===== config.mk =====
export PLATFORM = sky130hd
export DESIGN_NAME = adc_trig_capture_ctrl_flat
export DESIGN_NICKNAME = d
export VERILOG_FILES = /design/src/rtl/adc_trig_capture_ctrl_if.sv /design/src/rtl/adc_trig_capture_ctrl.sv /design/src/flat_wrapper.sv
export SDC_FILE = /design/constraint.sdc
export NUM_CORES = 1
export LEC_CHECK = 0
export ABC_CLOCK_PERIOD_IN_PS = 2750
export CORE_MARGIN = 1
export CORE_UTILIZATION = 35
export DETAILED_ROUTE_END_ITERATION = 7
export PLACE_DENSITY = 0.6
export SYNTH_ARGS = -nofsm -noshare
export SYNTH_HDL_FRONTEND = slang
export SYNTH_SLANG_ARGS = --single-unit

===== constraint.sdc =====
create_clock -name sys_clk -period 2.75 [get_ports sys_clk]
set_input_delay 0.275 -clock sys_clk [delete_from_list [all_inputs] [get_ports sys_clk]]
set_output_delay 0.275 -clock sys_clk [all_outputs]
set_load 0.01 [all_outputs]

===== src/rtl/adc_trig_capture_ctrl_if.sv =====
// ADC-side RAM write port driven by the triggered capture sequencer.
// master: the sequencer (drives the port); slave: soc_ram ADC write port.
interface adc_trig_capture_ctrl_if #(
   parameter int ADDR_W = 13
);
   logic              adc_we_o;
   logic [31:0]       adc_data_o;
   logic [ADDR_W-1:0] adc_addr_o;

   modport master (output adc_we_o, output adc_data_o, output adc_addr_o);
   modport slave  (input  adc_we_o, input  adc_data_o, input  adc_addr_o);
endinterface


===== src/rtl/adc_trig_capture_ctrl.sv =====
// Triggered capture sequencer: runs the soc_ram ADC write port as a circular
// pre-trigger buffer inside a fixed RAM window [BASE_ADDR, BASE_ADDR+DEPTH).
// Optional macro ADC_TRIG_TIMEOUT_EN adds an auto-trigger timeout counter in
// ARMED; without it csr_tmo_i is accepted but ignored.
module adc_trig_capture_ctrl #(
   parameter int                ADDR_W    = 13,
   parameter logic [ADDR_W-1:0] BASE_ADDR = 13'h400,
   parameter int                DEPTH     = 4096,
   parameter int                TMO_W     = 24,
   localparam int               PW        = $clog2(DEPTH)
) (
   input  logic                    sys_clk,
   input  logic                    sys_rst,
   input  logic [31:0]             adc_sample_in,
   input  logic                    csr_start_i,
   input  logic                    csr_abort_i,
   input  logic                    csr_force_i,
   input  logic [PW-1:0]           csr_pretrig_i,
   input  logic [11:0]             csr_level_i,
   input  logic                    csr_edge_i,
   input  logic [TMO_W-1:0]        csr_tmo_i,
   output logic                    csr_busy_o,
   output logic                    csr_done_o,
   output logic [PW-1:0]           csr_trig_idx_o,
   output logic [2:0]              csr_state_o,
   adc_trig_capture_ctrl_if.master ram_wr
);

   localparam logic [2:0] ST_IDLE  = 3'd0;
   localparam logic [2:0] ST_PRE   = 3'd1;
   localparam logic [2:0] ST_ARMED = 3'd2;
   localparam logic [2:0] ST_POST  = 3'd3;
   localparam logic [2:0] ST_DONE  = 3'd4;

   logic [2:0]        state_q, state_d;
   logic [PW-1:0]     wptr_q, wptr_d;
   logic [PW-1:0]     cnt_q, cnt_d;
   logic [PW-1:0]     pretrig_q, pretrig_d;
   logic [11:0]       level_q, level_d;
   logic              fall_q, fall_d;
   logic [11:0]       prev_ch0_q, prev_ch0_d;
   logic [PW-1:0]     trig_idx_q, trig_idx_d;
   logic              we_q, we_d;
   logic [31:0]       data_q, data_d;
   logic [ADDR_W-1:0] addr_q, addr_d;
   logic              busy_q, busy_d;
   logic              done_q, done_d;

   logic              write_s;
   logic              restart_s;
   logic              hit_s;
   logic              tmo_hit_s;
   logic              trig_s;
   logic [11:0]       cur_ch0_s;
   logic [PW-1:0]     post_last_s;

   // Threshold crossing of ch0 between the previous and the current sample
   always_comb begin
      cur_ch0_s  = adc_sample_in[11:0];
      prev_ch0_d = adc_sample_in[11:0];
      if (fall_q) begin
         hit_s = (prev_ch0_q >= level_q) && (cur_ch0_s < level_q);
      end else begin
         hit_s = (prev_ch0_q < level_q) && (cur_ch0_s >= level_q);
      end
   end

`ifdef ADC_TRIG_TIMEOUT_EN
   logic [TMO_W-1:0] tmo_cnt_q, tmo_cnt_d;

   // Auto-trigger counter: held at zero outside ARMED, counts ARMED cycles
   always_comb begin
      if (state_q == ST_ARMED) begin
         tmo_cnt_d = tmo_cnt_q + TMO_W'(1);
      end else begin
         tmo_cnt_d = {TMO_W{1'b0}};
      end
      tmo_hit_s = (state_q == ST_ARMED) && (csr_tmo_i != {TMO_W{1'b0}}) &&
                  (tmo_cnt_q == csr_tmo_i);
   end

   // Timeout counter register
   always_ff @(posedge sys_clk) begin
      if (sys_rst) begin
         tmo_cnt_q <= {TMO_W{1'b0}};
      end else begin
         tmo_cnt_q <= tmo_cnt_d;
      end
   end
`else
   logic tmo_unused_s;
   assign tmo_unused_s = ^csr_tmo_i;
   assign tmo_hit_s    = 1'b0;
`endif

   // Force and timeout act exactly like a threshold crossing; only ARMED uses it
   assign trig_s = hit_s | csr_force_i | tmo_hit_s;

   // POST writes DEPTH-1-pretrig samples; with DEPTH a power of two that is ~pretrig
   assign post_last_s = ~pretrig_q - PW'(1);

   // Sequencer: abort dominates everything, start only from IDLE/DONE
   always_comb begin
      state_d    = state_q;
      cnt_d      = cnt_q;
      pretrig_d  = pretrig_q;
      level_d    = level_q;
      fall_d     = fall_q;
      trig_idx_d = trig_idx_q;
      write_s    = 1'b0;
      restart_s  = 1'b0;
      if (csr_abort_i) begin
         state_d = ST_IDLE;
      end else begin
         case (state_q)
            ST_IDLE, ST_DONE: begin
               if (csr_start_i) begin
                  restart_s = 1'b1;
                  pretrig_d = csr_pretrig_i;
                  level_d   = csr_level_i;
                  fall_d    = csr_edge_i;
                  cnt_d     = {PW{1'b0}};
                  if (csr_pretrig_i == {PW{1'b0}}) begin
                     state_d = ST_ARMED;
                  end else begin
                     state_d = ST_PRE;
                  end
               end else begin
                  state_d = state_q;
               end
            end
            ST_PRE: begin
               write_s = 1'b1;
               if (cnt_q == pretrig_q - PW'(1)) begin
                  state_d = ST_ARMED;
                  cnt_d   = {PW{1'b0}};
               end else begin
                  cnt_d = cnt_q + PW'(1);
               end
            end
            ST_ARMED: begin
               write_s = 1'b1;
               if (trig_s) begin
                  trig_idx_d = wptr_q;
                  cnt_d      = {PW{1'b0}};
                  if (pretrig_q == {PW{1'b1}}) begin
                     state_d = ST_DONE;
                  end else begin
                     state_d = ST_POST;
                  end
               end else begin
                  state_d = ST_ARMED;
               end
            end
            ST_POST: begin
               write_s = 1'b1;
               if (cnt_q == post_last_s) begin
                  state_d = ST_DONE;
               end else begin
                  cnt_d = cnt_q + PW'(1);
               end
            end
            default: begin
               state_d = ST_IDLE;
            end
         endcase
      end
   end

   // RAM write port and circular write pointer
   always_comb begin
      if (write_s) begin
         we_d   = 1'b1;
         data_d = adc_sample_in;
         addr_d = BASE_ADDR + ADDR_W'(wptr_q);
      end else begin
         we_d   = 1'b0;
         data_d = data_q;
         addr_d = addr_q;
      end
      if (restart_s) begin
         wptr_d = {PW{1'b0}};
      end else if (write_s) begin
         wptr_d = wptr_q + PW'(1);
      end else begin
         wptr_d = wptr_q;
      end
      busy_d = (state_d == ST_PRE) || (state_d == ST_ARMED) || (state_d == ST_POST);
      done_d = (state_d == ST_DONE);
   end

   // All state, datapath and status registers
   always_ff @(posedge sys_clk) begin
      if (sys_rst) begin
         state_q    <= ST_IDLE;
         wptr_q     <= {PW{1'b0}};
         cnt_q      <= {PW{1'b0}};
         pretrig_q  <= {PW{1'b0}};
         level_q    <= 12'h000;
         fall_q     <= 1'b0;
         prev_ch0_q <= 12'h000;
         trig_idx_q <= {PW{1'b0}};
         we_q       <= 1'b0;
         data_q     <= 32'h0000_0000;
         addr_q     <= {ADDR_W{1'b0}};
         busy_q     <= 1'b0;
         done_q     <= 1'b0;
      end else begin
         state_q    <= state_d;
         wptr_q     <= wptr_d;
         cnt_q      <= cnt_d;
         pretrig_q  <= pretrig_d;
         level_q    <= level_d;
         fall_q     <= fall_d;
         prev_ch0_q <= prev_ch0_d;
         trig_idx_q <= trig_idx_d;
         we_q       <= we_d;
         data_q     <= data_d;
         addr_q     <= addr_d;
         busy_q     <= busy_d;
         done_q     <= done_d;
      end
   end

   assign csr_busy_o        = busy_q;
   assign csr_done_o        = done_q;
   assign csr_trig_idx_o    = trig_idx_q;
   assign csr_state_o       = state_q;
   assign ram_wr.adc_we_o   = we_q;
   assign ram_wr.adc_data_o = data_q;
   assign ram_wr.adc_addr_o = addr_q;

endmodule


===== src/flat_wrapper.sv =====
// flat-port wrapper written by rule: the top's interface ports become plain ports
module adc_trig_capture_ctrl_flat 
#(
   parameter int                ADDR_W    = 13,
   parameter logic [ADDR_W-1:0] BASE_ADDR = 13'h400,
   parameter int                DEPTH     = 4096,
   parameter int                TMO_W     = 24,
   localparam int               PW        = $clog2(DEPTH)
)
  (sys_clk, sys_rst, adc_sample_in, csr_start_i, csr_abort_i, csr_force_i, csr_pretrig_i, csr_level_i, csr_edge_i, csr_tmo_i, csr_busy_o, csr_done_o, csr_trig_idx_o, csr_state_o, ram_wr_adc_we_o, ram_wr_adc_data_o, ram_wr_adc_addr_o);
  adc_trig_capture_ctrl_if #(.ADDR_W(ADDR_W)) ram_wr_i ();
  input  logic sys_clk;
  input  logic sys_rst;
  input  logic [31:0] adc_sample_in;
  input  logic csr_start_i;
  input  logic csr_abort_i;
  input  logic csr_force_i;
  input  logic [PW-1:0] csr_pretrig_i;
  input  logic [11:0] csr_level_i;
  input  logic csr_edge_i;
  input  logic [TMO_W-1:0] csr_tmo_i;
  output logic csr_busy_o;
  output logic csr_done_o;
  output logic [PW-1:0] csr_trig_idx_o;
  output logic [2:0] csr_state_o;
  output wire logic [$bits(ram_wr_i.adc_we_o)-1:0] ram_wr_adc_we_o;
  output wire logic [$bits(ram_wr_i.adc_data_o)-1:0] ram_wr_adc_data_o;
  output wire logic [$bits(ram_wr_i.adc_addr_o)-1:0] ram_wr_adc_addr_o;
  assign ram_wr_adc_we_o = ram_wr_i.adc_we_o;
  assign ram_wr_adc_data_o = ram_wr_i.adc_data_o;
  assign ram_wr_adc_addr_o = ram_wr_i.adc_addr_o;
  adc_trig_capture_ctrl #(.ADDR_W(ADDR_W), .BASE_ADDR(BASE_ADDR), .DEPTH(DEPTH), .TMO_W(TMO_W)) u_core (.sys_clk(sys_clk), .sys_rst(sys_rst), .adc_sample_in(adc_sample_in), .csr_start_i(csr_start_i), .csr_abort_i(csr_abort_i), .csr_force_i(csr_force_i), .csr_pretrig_i(csr_pretrig_i), .csr_level_i(csr_level_i), .csr_edge_i(csr_edge_i), .csr_tmo_i(csr_tmo_i), .csr_busy_o(csr_busy_o), .csr_done_o(csr_done_o), .csr_trig_idx_o(csr_trig_idx_o), .csr_state_o(csr_state_o), .ram_wr(ram_wr_i));
endmodule

# [After elaboration in Yosys (flattened, before gate mapping)]
# Index checks and enable logic that the tools add are counted.
[word_totals] register_bits=124 inputBits=86 output_inout_bits=63 elab_cells=72
[op_classes] add_sub_neg=5 magnitude_cmp=4 eq_ne=14 n_mux=20 bitwise=3 reduce_logical=13
[ops] cell="2-to-1 mux 12 bit" n=4
[ops] cell="one-hot mux 12 bit (4 select lines)" n=1
[ops] cell="adder 12 x 1 -> 12 bit (second input constant)" n=2
[ops] cell="== test 12 bit" n=2
[ops] cell=">= comparator 12 bit" n=2
[ops] cell="< comparator 12 bit" n=2
[ops] cell="subtractor 12 x 1 -> 12 bit (second input constant)" n=2
[ops] cell="2-to-1 mux 3 bit" n=6
[ops] cell="adder 11 x 12 -> 13 bit (first input constant)" n=1
[ops] cell="== test 12 bit (second input constant)" n=1
[ops] cell="== test 3 x 2 -> 1 bit (second input constant)" n=4
[ops] cell="logical NOT 12 bit" n=1
[ops] cell="NOT 12 bit" n=1
[ops] cell="one-hot mux 3 bit (4 select lines)" n=1
[ops] cell="2-to-1 mux 1 bit" n=7
[ops] cell="== test 3 x 1 -> 1 bit (second input constant)" n=2
[ops] cell="== test 3 bit (second input constant)" n=2
[ops] cell="AND reduction 3 bit" n=2
[ops] cell="AND reduction 5 bit" n=1
[ops] cell="!= test 2 bit (second input constant)" n=2
[ops] cell="nonzero test 4 bit" n=1
[ops] cell="OR reduction 2 bit" n=2
[ops] cell="logical NOT 3 bit" n=1
[ops] cell="OR reduction 3 bit" n=1
[ops] cell="other kinds (6)" n=8

# [Longest topological paths before layout]
# Gate-level depths: netlist of the first run.
[logic_depth] word_depth=10 depth_mapped=12 depth_no_buf=10

# [Least setup slack after synthesis of the first run]
# No wires, ideal clock.
[synth_path] path_kind="register to register" from="register u_core.pretrig_q[0]" to="register u_core.cnt_q[0]" setup_time_ns=0.135 arrival_time_ns=2.493 required_time_ns=2.615 path_slack_ns=0.122 stages_incl_launch_ff=11 path_buffers=1 synth_period_minus_slack_ns=2.628 path_cell_list="dfxtp_1 -> buf_2 -> inv_1 -> ha_1 -> or3b_4 -> nor2_2 -> a21oi_1 -> or4_4 -> o41a_1 -> o31ai_4 -> a21oi_1"
[synth_between] elab_chain_len=5 word_cells_on_any_way=9 cone_classes="add/sub (2); eq/ne (3); mux (2); bitwise (1); reduce/logical (1)"
[synth_lines] item="start, declared" line="adc_trig_capture_ctrl.sv:38" text="logic [PW-1:0] pretrig_q, pretrig_d;"
[synth_lines] item="start signal, assigned" line="adc_trig_capture_ctrl.sv:198" text="pretrig_q <= {PW{1'b0}};"
[synth_lines] item="start signal, assigned" line="adc_trig_capture_ctrl.sv:212" text="pretrig_q <= pretrig_d;"
[synth_lines] item="NOT 12 bit" line="adc_trig_capture_ctrl.sv:100" text="assign post_last_s = ~pretrig_q - PW'(1);"
[synth_lines] item="subtractor 12 x 1 -> 12 bit" line="adc_trig_capture_ctrl.sv:100"
[synth_lines] item="== test 12 bit" line="adc_trig_capture_ctrl.sv:157" text="if (cnt_q == post_last_s) begin"
[synth_lines] item="!= test 2 bit (no line)"
[synth_lines] item="AND reduction 5 bit (no line)"
[synth_lines] item="end signal, assigned" line="adc_trig_capture_ctrl.sv:197" text="cnt_q <= {PW{1'b0}};"
[synth_lines] item="end signal, assigned" line="adc_trig_capture_ctrl.sv:211" text="cnt_q <= cnt_d;"
[synth_lines] item="end, declared" line="adc_trig_capture_ctrl.sv:37" text="logic [PW-1:0] cnt_q, cnt_d;"
# Several ways; a longest one is shown, not always the timed one.
# A chain may end at the register's enable or synchronous reset.

# [Worst setup path after layout of the first run]
[layout_path] from="register u_core.pretrig_q[0]" to="register u_core.cnt_q[6]"
# Same word-level chain as after synthesis.

==> results of run 1 <==
## timing repair
| action | 4_1_cts | 5_1_grt |
|---|---|---|
| resized for setup | 0 | 22 |
| setup endpoints to repair | 0 | 12 |
| buffers inserted | 0 | 3 |
| hold buffers | 0 | 0 |
## power groups by stage
| stage | sequential [W] | combinational (W) | clock, W |
|---|---|---|---|
| floorplan | 0.00190 | 0.000271 | 0 |
| global placement | 0.00191 | 0.000500 | 0 |
| detailed placement | 0.00191 | 0.000502 | 0 |
| CTS | 0.00187 | 0.000504 | 0.00221 |
| global route | 0.00188 | 0.000584 | 0.00229 |
| finish | 0.00187 | 0.000524 | 0.00216 |
## registers in the layout, indices dropped and copies added, names as in the netlist, 3 cells and up
signal	flops
u_core.pretrig_q	12
u_core.csr_trig_idx_o	12
u_core.prev_ch0_q	12
u_core.ram_wr.adc_addr_o	13
u_core.wptr_q	12
u_core.ram_wr.adc_data_o	32
u_core.csr_state_o	3
u_core.level_q	12
u_core.cnt_q	12
## stage by stage
| stage | hold slack, ns | setup TNS [ns] |
|---|---|---|
| after CTS | 0.271 | 0 |
| after global routing | 0.284 | -0.346 |
| after global placement | 0.442 | -0.182 |
| after floorplan | 0.403 | 0 |
| after detailed placement | 0.446 | -0.880 |
| final | 0.283 | 0 |
## layer usage
metal	track usage (%)	routed length, um	vias to the layer above
met1	25.4	8210	2590
met2	28.8	7360	96
li1	-	-	2856
met4	4.47	112	0
met3	5.94	791	8
met5	0	0	-
## placed cells by master, fill, tap and decap left out, types with 12 or more instances in the layout
cell / netlist / final
dfxtp_1: 124 / 122
buf_4: 2 / 43
a21oi_1: 101 / 97
xor2_1: 15 / 15
xnor2_1: 16 / 15
clkbuf_16: 0 / 18
mux2i_1: 12 / 12
nor2_1: 44 / 43
nand4_1: 12 / 12
clkdlybuf4s50_1: 0 / 123
nand3_1: 21 / 21
inv_1: 23 / 21
nor2b_1: 15 / 14
nand2_1: 158 / 158
ha_1: 29 / 28
## final cells by class
cell class,count,area (um^2),share of cell area (%)
Multi-Input combinational cell,549,3310,39.6
Sequential cell,124,2480,29.7
Timing Repair Buffer,170,1630,19.5
Clock buffer,20,457,5.46
Tap cell,220,275,3.29
Clock inverter,12,110,1.32
Inverter,23,86.3,1.03
## cell families (layout without fill, tap and decap cells)
| logic type | Yosys count | after routing | share of synthesized area, % |
|---|---|---|---|
| AOI/OAI and AO/OA | 162 | 162 | 16.5 |
| xor gates and xnor gates | 31 | 31 | 4.53 |
| adders and majority gates | 29 | 29 | 6.05 |
| buffers and inverters | 67 | 225 | 4.76 |
| DFF | 124 | 124 | 41.4 |
| muxes | 12 | 12 | 2.00 |
| and+or+nand+nor | 315 | 315 | 24.8 |
## how the worst min path moves through the flow
| stage | startpoint | endpoint | slack [ns] | depth (start not counted) |
|---|---|---|---|---|
| 2_1_floorplan | adc_sample_in[10] | u_core.prev_ch0_q[10] | 0.40 | 1 |
| 3_3_place_gp | u_core.ram_wr.adc_data_o[16] | u_core.ram_wr.adc_data_o[16] | 0.44 | 2 |
| 3_5_place_dp | u_core.ram_wr.adc_data_o[18] | u_core.ram_wr.adc_data_o[18] | 0.45 | 2 |
| 4_1_cts | sys_rst | u_core.ram_wr.adc_addr_o[10] | 0.27 | 2 |
| 5_1_grt | sys_rst | u_core.csr_trig_idx_o[7] | 0.28 | 2 |
| 6_report | sys_rst | u_core.csr_trig_idx_o[7] | 0.28 | 2 |
==> qor.txt, run 1 <==
synthesized area: 5990 um^2
crit path to: u_core.cnt_q[6]
routed vias: 5550
vias per cell: 4.96
vias in the first global route: 5189
cells along the critical path: inv_2 -> ha_4 -> or3b_4 -> nor2_2 -> a21oi_2 -> or4_4 -> o41a_1 -> o31ai_4 -> clkbuf_16 -> a21oi_1
first-pass GRT wire length: 26300 um
initial antenna violation count: 0
Comb power frac: 11.5%
startpoint types: register
Die H: 133 um
pre-CTS WS: -0.0835 ns
synthesized area per cell: 8.10 um^2
Clk pin slew, worst setup/hold paths: 0.06 ns
core area: 16600 um^2
Initial DRT Pass Iterations: 4
power density cells: 545 nW/um^2
Tightest Pin Transition: 0.543 ns
worst slew margin relative to its limit: 63.8%
DP HPWL: 11500 um
# fillers: 1605
Slew Limit Fails: 0
outcome: complete, no violations
fin nets: 1000
initial core utilization: 36.0%
worst r2r src: u_core.pretrig_q[0]
final count of hold timing violations: 0
area grow syn2layout: 39.4%
leakage: 3.13 nW
Max Cap Viol: 0
IO Pins: 149
final clock skew: 0.00893 ns
gpl congestion: 0.828
max frequency: 366 MHz
Antenna Cells: 0
Most used DFF post-synth: dfxtp_1
Clock Path Buffers: 2
Post-DP Area: 7660 um^2
Int Pwr: 0.00340 W
post-route ant nets: 0
sequential share of power: 41.1%
Seq/Total Area, Yosys: 41.4%
RSZ-0062 raised after global routing: true
Inserted Clock Buffers: 17
Placed Cells: 1082
DRC viols: 0
CP required: 3.05 ns
count of cell types in the netlist: 60
Clk Latency, worst-skew pair: 0.41 ns
pin count of the biggest net entering global routing: 50
non-filler cells, final: 1118
Synth async-reset ratio: 0%
post-synth top area cell: dfxtp_1
Finished Cell Area: 8360 um^2
top-count cell post-synth: nand2_1
min cycle time layout: 2.73 ns
Sinks on Clock Net: 124
crit path from: u_core.pretrig_q[0]
drt total wl: 16500 um
top cell type's share of synthesized area: 41.4%
Min-Delay Path Class: in2reg
CP delay by family, top: simple AND/OR/NAND/NOR gates
CTS tree: yes
CP Max Fanout: 4
Total Routing Usage GR: 18.8%
CP Class: reg2reg
setup ws final: 0.0205 ns
Net Count, Synth: 855
YS warnings: 0
root buf cell: clkbuf_16
R2R setup slack: 0.02 ns
P_sw: 0.00116 W
crit share post-route: 99.3%
Critical Path AT: 3.03 ns
CTS HTree Levels: 4
cells after synthesis: 740
Post-synth EDFFs: 0
Worst Reg-to-Reg Cells: 10
initial drt markers: 201
Crit-path slowest cell: or4_4
Synth area leaders: dfxtp_1 (41%), nand2_1 (9.9%), a21oi_1 (8.4%), ha_1 (6.1%), nor2_1 (2.8%)
top cells by count, synth: nand2_1 (158), dfxtp_1 (124), a21oi_1 (101)
Net Sw Frac: 25.4%
Reg-to-Reg End: u_core.cnt_q[6]
grt ovf: 0
CP Depth: 10
Worst path max stage delay: 0.49 ns
# setup viols final: 0
die area: 17700 um^2
row cnt: 47
Final Util: 50.2%
CP Buf/Inv Count: 2
DR WL/cell: 14.7 um
CP endpoint kind: register
Peak VDD IR: 0.000398 V
Power Total: 0.00456 W
Die W: 133 um
PortBufs: 124
layout cells sized above 1: 12.1%
Seq cells post-synth: 124
clock network power share: 47.4%
(Power assumes the default switching activity.)
==> run 2, diff against run 1 <==
- DONT_BUFFER_PORTS: default -> 1
- PLACE_DENSITY: 0.6 -> 0.49
==> run 2 against run 1 <==
Effect of this change:
- cell count down 8.3%
- sequential share of layout area increased by 3.6 points
- clock power about the same
- routed wire length is 0.72% lower
- sequential power is essentially flat
- fmax increased by 3.8%
- non-clock buffer count fell by 92
- global-route usage up 0.19 points
- die area unchanged
- clock skew increased by 0.0064 ns
- power down 1.1%
- combinational power shrank 17%
- largest cell class unchanged
- largest power group unchanged
==> qor.txt, run 2 (synthesized netlist as in run 1, its figures left out) <==
power density cells: 603 nW/um^2 (+11%)
routed vias: 5329 (-4.0%)
# setup viols final: 0 (unchanged)
PortBufs: 0 (-100%)
Max Cap Viol: 0 (unchanged)
fin nets: 908 (-9.2%)
# fillers: 1636 (+1.9%)
Final Util: 44.9% (-5.3 points)
most frequent cells in the layout: nand2_1 (158), dfxtp_1 (120), a21oi_1 (100), dlygate4sd3_1 (53), nor2_1 (42)
Antenna Cells: 0 (unchanged)
Die W: 133 um (unchanged)
max frequency: 380 MHz (+3.8%)
crit path to: u_core.cnt_q[11]
CP Buf/Inv Count: 2 (unchanged)
most common cell after layout, fill and taps aside: nand2_1
CP delay by family, top: simple AND/OR/NAND/NOR gates
post-route ant nets: 0 (unchanged)
worst slew margin relative to its limit: 61.9% (-1.8 points)
Clk Latency, worst-skew pair: 0.42 ns (about the same)
worst r2r src: u_core.pretrig_q[0]
CP required: 3.04 ns (about the same)
CP Class: reg2reg
DRC viols: 0 (unchanged)
outcome: complete, no violations
initial core utilization: 36.0% (unchanged)
Die H: 133 um (unchanged)
Sinks on Clock Net: 124 (unchanged)
Worst Reg-to-Reg Cells: 10 (unchanged)
first-pass GRT wire length: 26300 um (-0.16%)
area grow syn2layout: 24.7%
CP Max Fanout: 7 (+3)
core area: 16600 um^2 (unchanged)
gpl congestion: 0.825 (-0.39%)
Min-Delay Path Class: in2reg
Critical Path AT: 2.92 ns (-0.11 ns)
root buf cell: clkbuf_16
pin count of the biggest net entering global routing: 99 (+98%)
Slew Limit Fails: 0 (unchanged)
Crit-path slowest cell: o41a_1
Clk pin slew, worst setup/hold paths: 0.06 ns (about the same)
Finished Cell Area: 7470 um^2 (-11%)
final clock skew: 0.0153 ns (+0.00639 ns)
crit path from: u_core.pretrig_q[0]
row cnt: 47 (unchanged)
Power Total: 0.00451 W (-1.1%)
initial drt markers: 219 (+9.0%)
crit share post-route: 95.6% (-3.6 points)
Inserted Clock Buffers: 17 (unchanged)
Initial DRT Pass Iterations: 5 (+1)
Total Routing Usage GR: 19.0% (+0.19 points)
DR WL/cell: 16.0 um (+8.3%)
drt total wl: 16400 um (-0.72%)
min cycle time layout: 2.63 ns (-0.0997 ns)
final count of hold timing violations: 0 (unchanged)
vias in the first global route: 5206 (+0.33%)
startpoint types: register
DP HPWL: 11200 um (-2.4%)
layout cells sized above 1: 10.3% (-1.8 points)
most used cell, CP: a21oi_1
vias per cell: 5.20 (+4.7%)
CP Depth: 10 (unchanged)
die area: 17700 um^2 (unchanged)
R2R setup slack: 0.12 ns (+0.10 ns)
Peak VDD IR: 0.000428 V (+7.4%)
max reg flops: 32 (unchanged)
CP endpoint kind: register
CTS HTree Levels: 4 (unchanged)
Clock Path Buffers: 2 (unchanged)
leakage: 2.79 nW (-11%)
setup bufs post-CTS: 0 (unchanged)
CTS tree: yes
initial antenna violation count: 0 (unchanged)
Reg-to-Reg End: u_core.cnt_q[11]
cells along the critical path: inv_2 -> ha_4 -> or3b_4 -> nor2_2 -> a21oi_1 -> or4_4 -> o41a_1 -> o31ai_4 -> buf_6 -> a21oi_1
Tightest Pin Transition: 0.565 ns (+0.0216 ns)
Worst path max stage delay: 0.52 ns (+0.03 ns)
grt ovf: 0 (unchanged)
Post-DP Area: 6290 um^2 (-18%)
IO Pins: 149 (unchanged)
==> run 2: cell count changes in the layout (fill, tap and decap cells not counted), sizes merged <==
cell,change
buf,-21
clkinv,-2
dlygate4sd3,+53
clkdlybuf4s50,-123
==> run 2: worst min-delay path by stage <==
stage | startpoint | endpoint | slack (ns) | cells past startpoint
2_1_floorplan | adc_sample_in[10] | u_core.prev_ch0_q[10] | 0.40 | 1
3_3_place_gp | sys_rst | u_core.ram_wr.adc_data_o[2] | 0.35 | 1
3_5_place_dp | sys_rst | u_core.ram_wr.adc_data_o[2] | 0.35 | 1
4_1_cts | csr_pretrig_i[3] | u_core.pretrig_q[3] | 0.005 | 2
5_1_grt | csr_pretrig_i[3] | u_core.pretrig_q[3] | 0.004 | 2
6_report | csr_pretrig_i[3] | u_core.pretrig_q[3] | 0.02 | 2
==> run 2: repair_timing <==
action / in CTS / in global routing
setup endpoints to repair: 0 / 13
hold buffers: 54 / 0
resized for setup: 0 / 15
endpoints found under the hold margin: 98 / 0
==> run 2: cell type report <==
cell class                      instances  area [um^2]  share of cell area (%)
Inverter                               23         86.3                    1.16
Tap cell                              220          275                    3.68
Multi-Input combinational cell        549         3270                    43.8
Timing Repair Buffer                   78          767                    10.3
Clock inverter                         10          104                    1.39
Clock buffer                           21          480                    6.43
Sequential cell                       124         2490                    33.3
==> run 2: per-stage QoR <==
step / worst slack, ns / hold slack [ns] / TNS (ns) / cells
global placement: 0.0887 / 0.351 / 0 / 940
finish: 0.120 / 0.0194 / 0 / 1025
floorplan: 0.122 / 0.403 / 0 / 740
detailed placement: 0.0724 / 0.353 / 0 / 940
global route: -0.00587 / 0.00405 / -0.00587 / 1025
CTS: 0.0628 / 0.00527 / 0 / 1025
==> run 2: power breakdown <==
part           total (W)  leakage (nW)  switching (W)  internal (W)
combinational   0.000434          1.51       0.000233      0.000201
clock            0.00219         0.275       0.000847       0.00135
sequential       0.00188          1.01      0.0000413       0.00184
==> run 2: metal layers <==
layer | vias to the layer above | part of all wire, % | wire length, um | global-route usage (%)
met1 | 2514 | 46 | 7490 | 23.5
met5 | - | 0 | 0 | 0
met2 | 129 | 48 | 7810 | 31.0
li1 | 2675 | - | - | -
met3 | 11 | 5.7 | 937 | 5.56
met4 | 0 | 0.71 | 116 | 6.96
==> run 3, diff against run 2 <==
- CTS_CLUSTER_DIAMETER: default -> 30
- PLACE_DENSITY: 0.49 -> default
==> run 3 against run 2 <==
Effect of this change:
- count of clock-buffer cells in the layout shrank 3
- combinational power grew 3%
- sequential share of layout area shrank 0.25 points
- global-route usage shrank 0.27 points
- power grew 2.6%
- critical endpoint unchanged
- largest power group unchanged
- worst hold slack lost 0.00098 ns
- critical path depth is the same
- sequential power is essentially flat
- fmax shrank 2.7%
- cell count is essentially flat
- final area grew 0.75%
==> qor.txt, run 3 (synthesized netlist as in run 1, its figures left out) <==
outcome: complete, no violations
root buf cell: clkbuf_16
CP Class: reg2reg
initial core utilization: 36.0% (unchanged)
post-route ant nets: 0 (unchanged)
Critical Path AT: 3.00 ns (+0.08 ns)
max reg flops: 32 (unchanged)
Antenna Cells: 0 (unchanged)
worst slew margin relative to its limit: 37.4% (-25 points)
CTS tree: yes
final count of hold timing violations: 0 (unchanged)
initial antenna violation count: 0 (unchanged)
# setup viols final: 0 (unchanged)
RSZ-0062 raised after global routing: true
Max Cap Viol: 0 (unchanged)
row cnt: 47 (unchanged)
most frequent cells in the layout: nand2_1 (158), dfxtp_1 (120), a21oi_1 (98), dlygate4sd3_1 (49), nor2_1 (41)
startpoint types: register
PortBufs: 0 (unchanged)
final clock skew: 0.0150 ns (-0.000292 ns)
Tightest Pin Transition: 0.939 ns (+0.374 ns)
crit share post-route: 98.3% (+2.7 points)
CP Max Fanout: 4 (-3)
vias per cell: 5.20 (about the same)
DRC viols: 0 (unchanged)
# fillers: 1641 (+0.31%)
Inserted Clock Buffers: 17 (unchanged)
CP endpoint kind: register
Peak VDD IR: 0.000425 V (-0.57%)
area grow syn2layout: 25.6%
most common cell after layout, fill and taps aside: nand2_1
DP HPWL: 10400 um (-7.0%)
Min-Delay Path Class: in2reg
CP required: 3.05 ns (about the same)
Total Routing Usage GR: 18.7% (-0.27 points)
Initial DRT Pass Iterations: 5 (unchanged)
Die W: 133 um (unchanged)
Setup TNS: 0 ns (unchanged)
layout cells sized above 1: 11.8% (+1.5 points)
Clk pin slew, worst setup/hold paths: 0.06 ns (about the same)
leakage: 2.82 nW (+1.0%)
CTS HTree Levels: 4 (unchanged)
Clk Latency, worst-skew pair: 0.42 ns (about the same)
grt ovf: 0 (unchanged)
gpl congestion: 0.837 (+1.5%)
pin count of the biggest net entering global routing: 99 (unchanged)
min cycle time layout: 2.70 ns (+0.0735 ns)
die area: 17700 um^2 (unchanged)
first-pass GRT wire length: 26100 um (-0.87%)
Sinks on Clock Net: 124 (unchanged)
Placed Cells: 942 (+0.21%)
drt total wl: 16100 um (-1.8%)
non-filler cells, final: 1026 (+0.098%)
max frequency: 370 MHz (-2.7%)
core area: 16600 um^2 (unchanged)
initial drt markers: 214 (-2.3%)
fin nets: 909 (+0.11%)
DR WL/cell: 15.7 um (-1.9%)
vias in the first global route: 5230 (+0.46%)
power density cells: 614 nW/um^2 (+1.8%)
Slew Limit Fails: 0 (unchanged)
routed vias: 5334 (+0.094%)
Die H: 133 um (unchanged)
IO Pins: 149 (unchanged)
Clock Path Buffers: 2 (unchanged)
## run 3: cell types whose count changed in the layout (fill, tap and decap cells not counted), moves of 3 or more
cell           delta
clkbuf_8          -3
clkinv_2          +3
buf_4             +5
dlygate4sd3_1     -4
## run 3: power by group
part	internal, W	total (W)	switching, W
sequential	0.00184	0.00188	0.0000397
combinational	0.000205	0.000448	0.000243
clock	0.00145	0.00230	0.000850
## run 3: final timing paths
check                      startpoint  cells after the start                end  slack (ns)
setup / recovery  u_core.pretrig_q[1]                     10   u_core.cnt_q[11]        0.05
hold / removal         csr_level_i[3]                      2  u_core.level_q[3]        0.02
setup reg to reg  u_core.pretrig_q[1]                     10   u_core.cnt_q[11]        0.05
hold reg to reg     u_core.level_q[8]                      2  u_core.level_q[8]        0.46
## run 3: layer usage
metal / track usage (%) / vias up / share of wire (%)
li1: - / 2669 / -
met1: 23.1 / 2496 / 46
met2: 29.3 / 138 / 46
met3: 5.79 / 31 / 6.0
met4: 9.51 / 0 / 2.9
met5: 0 / - / 0
## run 3: what timing repair did
| item | 4_1_cts | 5_1_grt |
|---|---|---|
| hold buffers | 50 | 0 |
| resized for setup | 0 | 26 |
| hold endpoints to repair | 98 | 0 |
| buffers inserted | 0 | 3 |
| setup endpoints to repair | 0 | 13 |
## run 3: area by class of cell
cell class,instances,area [um^2],area share [%]
Clock buffer,18,439,5.83
Inverter,23,86.3,1.15
Clock inverter,13,164,2.18
Tap cell,220,275,3.66
Timing Repair Buffer,79,756,10.0
Sequential cell,124,2490,33.0
Multi-Input combinational cell,549,3320,44.1
## run 3: stage by stage
step | setup WS (ns) | hold WS [ns] | utilization, % | instance area [um^2] | total power [W]
2_1_floorplan | 0.122 | 0.403 | - | 5990 | 0.00218
3_3_place_gp | 0.110 | 0.351 | 37.8 | 6290 | 0.00224
3_5_place_dp | 0.0800 | 0.352 | 37.8 | 6290 | 0.00224
4_1_cts | 0.0595 | 0.00176 | 44.5 | 7410 | 0.00465
5_1_grt | -0.0395 | 0.0104 | 45.2 | 7530 | 0.00481
6_report | 0.0466 | 0.0184 | 45.2 | 7530 | 0.00463
## run 3: worst max-delay path: stages (launching register included)
cell	delay, ns
dfxtp_2	0.32
inv_2	0.06
ha_4	0.13
or3b_4	0.41
nor2_4	0.13
a21oi_2	0.07
or4_4	0.44
o41a_1	0.51
o31ai_4	0.30
buf_4	0.17
a21oi_1	0.04
